[src/rtl/instruction_loader.sv]
// ----------------------------------------------------------------------------
// instruction_loader
//
// Fills the MIPS instruction memory from a byte stream (debug UART receive
// path). Four bytes, most significant first, form one instruction word, which
// is written to byte addresses 0, 4, 8, ... Loading ends after the halt word
// has been written, or with an overflow flag when the last memory word has
// been written without a halt word.
//
// Ports
//   i_clk          clock, all state changes on the rising edge
//   i_reset_n      asynchronous active-low reset
//   i_start        begin a new load (honored in IDLE, DONE and ERROR only)
//   i_byte_valid   i_byte carries a valid byte
//   i_byte         program byte, big-endian within a word
//   o_byte_ready   loader accepts a byte this cycle
//   o_wr_en        instruction memory write strobe, one cycle per word
//   o_wr_addr      byte address of the word being written
//   o_wr_data      assembled instruction word
//   o_busy         load in progress (RECV or WRITE)
//   o_done         halt word written, sticky until the next i_start
//   o_overflow     memory full without halt word, sticky until next i_start
//   o_word_count   words written in the current load
// ----------------------------------------------------------------------------
module instruction_loader #(
  parameter int               NBITS     = 32,
  parameter int               CELDAS    = 60,
  parameter logic [NBITS-1:0] HALT_WORD = 32'hFFFF_FFFF
) (
  input  logic             i_clk,
  input  logic             i_reset_n,
  input  logic             i_start,
  input  logic             i_byte_valid,
  input  logic [7:0]       i_byte,
  output logic             o_byte_ready,
  output logic             o_wr_en,
  output logic [NBITS-1:0] o_wr_addr,
  output logic [NBITS-1:0] o_wr_data,
  output logic             o_busy,
  output logic             o_done,
  output logic             o_overflow,
  output logic [NBITS-1:0] o_word_count
);

  localparam logic [NBITS-1:0] LAST_ADDR = NBITS'(CELDAS - 4);
  localparam logic [NBITS-1:0] ADDR_STEP = NBITS'(4);
  localparam logic [NBITS-1:0] ONE       = NBITS'(1);

  typedef enum logic [2:0] {
    IDLE  = 3'd0,
    RECV  = 3'd1,
    WRITE = 3'd2,
    DONE  = 3'd3,
    ERROR = 3'd4
  } state_t;

  state_t           state_q, state_d;
  logic [NBITS-1:0] shift_q, shift_d;
  logic [1:0]       byte_cnt_q, byte_cnt_d;
  logic [NBITS-1:0] addr_q, addr_d;
  logic [NBITS-1:0] word_count_q, word_count_d;
  logic             done_q, done_d;
  logic             overflow_q, overflow_d;

  logic             accept;
  logic             start_ok;

  // A byte is only taken in RECV; since ready is decoded from the state,
  // acceptance never depends on anything but the state and i_byte_valid.
  assign accept   = (state_q == RECV) && i_byte_valid;
  assign start_ok = i_start && ((state_q == IDLE) || (state_q == DONE) || (state_q == ERROR));

  // State register plus the datapath registers that travel with it.
  always_ff @(posedge i_clk or negedge i_reset_n) begin
    if (!i_reset_n) begin
      state_q      <= IDLE;
      shift_q      <= '0;
      byte_cnt_q   <= '0;
      addr_q       <= '0;
      word_count_q <= '0;
      done_q       <= 1'b0;
      overflow_q   <= 1'b0;
    end else begin
      state_q      <= state_d;
      shift_q      <= shift_d;
      byte_cnt_q   <= byte_cnt_d;
      addr_q       <= addr_d;
      word_count_q <= word_count_d;
      done_q       <= done_d;
      overflow_q   <= overflow_d;
    end
  end

  // Next-state and datapath update. A restart from IDLE/DONE/ERROR clears the
  // whole load context; WRITE decides between halt, overflow and next word,
  // with the halt word taking priority over a full memory.
  always_comb begin
    state_d      = state_q;
    shift_d      = shift_q;
    byte_cnt_d   = byte_cnt_q;
    addr_d       = addr_q;
    word_count_d = word_count_q;
    done_d       = done_q;
    overflow_d   = overflow_q;

    unique case (state_q)
      IDLE, DONE, ERROR: begin
        if (start_ok) begin
          state_d      = RECV;
          shift_d      = '0;
          byte_cnt_d   = '0;
          addr_d       = '0;
          word_count_d = '0;
          done_d       = 1'b0;
          overflow_d   = 1'b0;
        end
      end
      RECV: begin
        if (accept) begin
          shift_d    = {shift_q[NBITS-9:0], i_byte};
          // The 2-bit counter wraps to 0 on the fourth byte by itself.
          byte_cnt_d = byte_cnt_q + 2'd1;
          if (byte_cnt_q == 2'd3) begin
            state_d = WRITE;
          end
        end
      end
      WRITE: begin
        word_count_d = word_count_q + ONE;
        if (shift_q == HALT_WORD) begin
          state_d = DONE;
          done_d  = 1'b1;
        end else if (addr_q == LAST_ADDR) begin
          state_d    = ERROR;
          overflow_d = 1'b1;
        end else begin
          addr_d  = addr_q + ADDR_STEP;
          state_d = RECV;
        end
      end
      default: begin
        state_d = IDLE;
      end
    endcase
  end

  // Output decode: strobes come from the state register, data and flags
  // straight from flops, so no input reaches an output combinationally.
  always_comb begin
    o_byte_ready = (state_q == RECV);
    o_wr_en      = (state_q == WRITE);
    o_busy       = (state_q == RECV) || (state_q == WRITE);
    o_wr_addr    = addr_q;
    o_wr_data    = shift_q;
    o_done       = done_q;
    o_overflow   = overflow_q;
    o_word_count = word_count_q;
  end

endmodule
[config.mk]
export PLATFORM = sky130hd
export DESIGN_NAME = instruction_loader
export DESIGN_NICKNAME = d
export VERILOG_FILES = /design/src/rtl/instruction_loader.sv
export SDC_FILE = /design/constraint.sdc
export NUM_CORES = 1
export LEC_CHECK = 0
export ABC_AREA = 1
export BUFFER_PORTS_ARGS = -buffer_cell sky130_fd_sc_hd__clkbuf_2
export CELL_PAD_IN_SITES_DETAIL_PLACEMENT = 0
export CELL_PAD_IN_SITES_GLOBAL_PLACEMENT = 1
export CORE_MARGIN = 5
export CORE_UTILIZATION = 40
export DETAILED_ROUTE_END_ITERATION = 10
export PLACE_DENSITY = 0.86
export SYNTH_ARGS = -nofsm -noshare
export SYNTH_HDL_FRONTEND = slang
export SYNTH_SLANG_ARGS = --single-unit
[constraint.sdc]
create_clock -name i_clk -period 2.4 [get_ports i_clk]
set_clock_uncertainty 0.15 [all_clocks]
set_input_delay 0.36 -clock i_clk [delete_from_list [all_inputs] [get_ports i_clk]]
set_output_delay 0.36 -clock i_clk [all_outputs]
set_load 0.02 [all_outputs]
==> results.ini <==
[floorplan]
die_area_mm2 = 0.0173
die_width_um = 131
die_h_um = 131
core-area_mm2 = 0.0145
initial_core_util = 0.407
rows = 44
pin_count = 113

[global_routing]
grt_max_degree = 43
grt_antenna_before_repair = 0
grt-ovfl-total = 0
grt_pass1_wl_um = 27700
first_global_vias = 5523
grt_usage = 0.193

[yosys]
yosysWarnings = 0
synth_top_area_share = 0.429
synthXorXnorAreaFrac = 0.0148
synth_compound_area_frac = 0.0961
yosysTopAreaCell = dfrtp_1
synth_simple_gate_area_frac = 0.361
synth_cell_types = 35
synth-seq-cells = 101
yosys.area_share.adder = 0.00849
synthMuxAreaShare = 0
synthTopCellsByArea = dfrtp_1, nand2_1, nor2_1
synthesis.area_mm2 = 0.00590
synth_top_family_by_area = simple AND/OR/NAND/NOR gates
synthCells = 839
avgSynthCellArea_um2 = 7.03
synth_seq_area_share = 0.429

[worst_setup_path]
max_stage_delay_ns = 0.39
cp-start-kind = flip-flop
cp.arrival_ns = 1.61
path_cells = inv_1 > nand2_1 > nor2_4 > inv_2 > nand2_1 > clkbuf_2
crit_family = simple AND/OR/NAND/NOR gates
crit_buf_inv = 3
crit_required_ns = 1.89
crit_path_end_kind = primary output
worst-path-max-fanout = 10
slowest_stage = dfrtp_1
crit_top_cell = nand2_1
worstSetupPathType = flip-flop to primary output

[cts]
cts_root_buf = clkbuf_16
cts_tree = yes
numCtsBuffers = 9
cts_setup_buffers = 0
clock_latency_ns = 0.35
cts.sinks = 101
clock_path_buffers = 2
clk_pin_slew_ns = 0.08
cts_htree_levels = 3

[final_layout]
layout_commonest_cell = nand2_1
nNetsFinal = 966
final_layout_size_suffix_gt1_frac = 0.177
area_growth_pct = 17.8
multi_input_area_mm2 = 0.00284
n_fill_cell = 1553
regArea_mm2 = 0.00253
n_antenna_cell = 0
stdcell_area_mm2 = 0.00695
layoutNonFillerInstCount = 1139
layout_common_cells = nand2_1, clkbuf_2, nor2_1

[timing]
drv_slew = 0
fin_crit_ns = 2.12
relSlewSlack = 0.631
rsz0062_at_grt = false
setup_viol = 0
fmax_mhz = 471
fin_crit_sh = 0.885
hold-worst-slack_ns = 0.0554
hold_violations = 0
tns_ns = 0
tightest_slew_ns = 0.553

[drt]
dr.first_iter.drc_count = 351
drt_wl_total_um = 16300
drt_first_pass_iters = 5
route.detailed.drc = 0
vias_per_cell = 4.99
wl_per_cell_um = 14.3
num_vias = 5681
ant_nets = 0

[place]
routabilityCongestion = 0.850
port_buffers = 110
hpwl_um = 12500
placed_cell_area_mm2 = 0.00664
dpl.cell_count = 1122

[power_and_ir_drop]
power_leakage_nw = 3.34
ir_worst_vdd_uv = 609
pwr_density_cell_mw_per_mm2 = 820

[outcome]
outcome = finished clean

[hold_path]
hp-class = input port to flip-flop

[job]
maxCapViolCount = 0

worst reg2reg max path: stages (launching register included):
cell	delay (ns)
dfrtp_1	0.39
inv_1	0.07
nand2_1	0.10
nor2_4	0.22
buf_4	0.32
nand2_2	0.13
nor2_1	0.27
nand4_1	0.15
nand3_1	0.09
o21ai_0	0.07
area by class of cell:
type / count / share of cell area
inverters: 106 / 0.0572
multi-input cells: 612 / 0.408
clock inverters: 6 / 0.00882
repair buffers: 120 / 0.0943
flip-flops and latches: 101 / 0.364
well taps: 184 / 0.0331
clock buffers: 10 / 0.0344
cells in the mapped netlist (all sizes together):
| master | number |
|---|---|
| a21oi | 8 |
| a22oi | 1 |
| or2 | 5 |
| conb | 1 |
| o21ai | 66 |
| xor2 | 10 |
| nand2 | 266 |
| nand3 | 75 |
| o211ai | 2 |
| nor2 | 115 |
| o22ai | 17 |
| dfrtp | 101 |
| clkbuf | 1 |
| nand3b | 3 |
| nand4 | 16 |
| inv | 106 |
| buf | 20 |
| and3 | 2 |
| nor3b | 2 |
| ha | 4 |
| a31oi | 1 |
| a22o | 1 |
| nor3 | 15 |
| o31ai | 1 |
where the power goes:
group	switching, mW	internal [mW]	total (mW)
registers	0.260	1.98	2.24
logic	1.42	0.532	1.95
clock network	0.739	0.767	1.51
path summary, 6_finish.rpt:
kind	from	to	slack (ns)	depth (start not counted)
min in group asynchronous	i_reset_n	o_wr_data[7]	0.33	2
min reg2reg	byte_cnt_q[0]	byte_cnt_q[0]	0.33	1
max in group asynchronous	i_reset_n	o_wr_addr[24]	1.18	3
max reg2reg	state_q[2]	o_word_count[20]	0.30	9
min	i_byte[6]	o_wr_data[6]	0.06	3
max	state_q[2]	o_busy	0.28	6
state kept, by name, indices dropped and copies added, names as in the netlist:
register,flops
o_word_count,32
state_q,3
o_done,1
o_wr_addr,30
o_overflow,1
o_wr_data,32
byte_cnt_q,2
through the flow:
stage,worst slack (ns),utilization,total power [mW]
after floorplan,0.549,-,3.63
after global placement,0.372,0.459,4.24
after detailed placement,0.330,0.459,4.25
after CTS,0.264,0.480,5.77
after global routing,0.0958,0.480,6.06
final,0.276,0.480,5.70
layer usage:
layer,track usage,wire length (um),share of wire,vias up
li1,-,-,-,2898
met1,0.271,7800,0.48,2648
met2,0.303,7520,0.46,123
met3,0.0417,832,0.051,12
met4,0.0497,197,0.012,0
met5,0,0,0,-
cells by family (layout without fill, tap and decap cells):
kind of cell    count (synthesis)  after routing
other cells                     1              2
fa+ha+maj                       4              4
flops                         101            101
buf+inv                       127            242
simple gates                  499            499
xor+xnor                       10             10
compound gates                 97             97
repair_timing:
| item | CTS | global route |
|---|---|---|
| gates resized for setup | 0 | 0 |
| hold buffers | 1 | 0 |
| endpoints found under the hold margin | 28 | 0 |
Power figures use the tool's default switching activity.
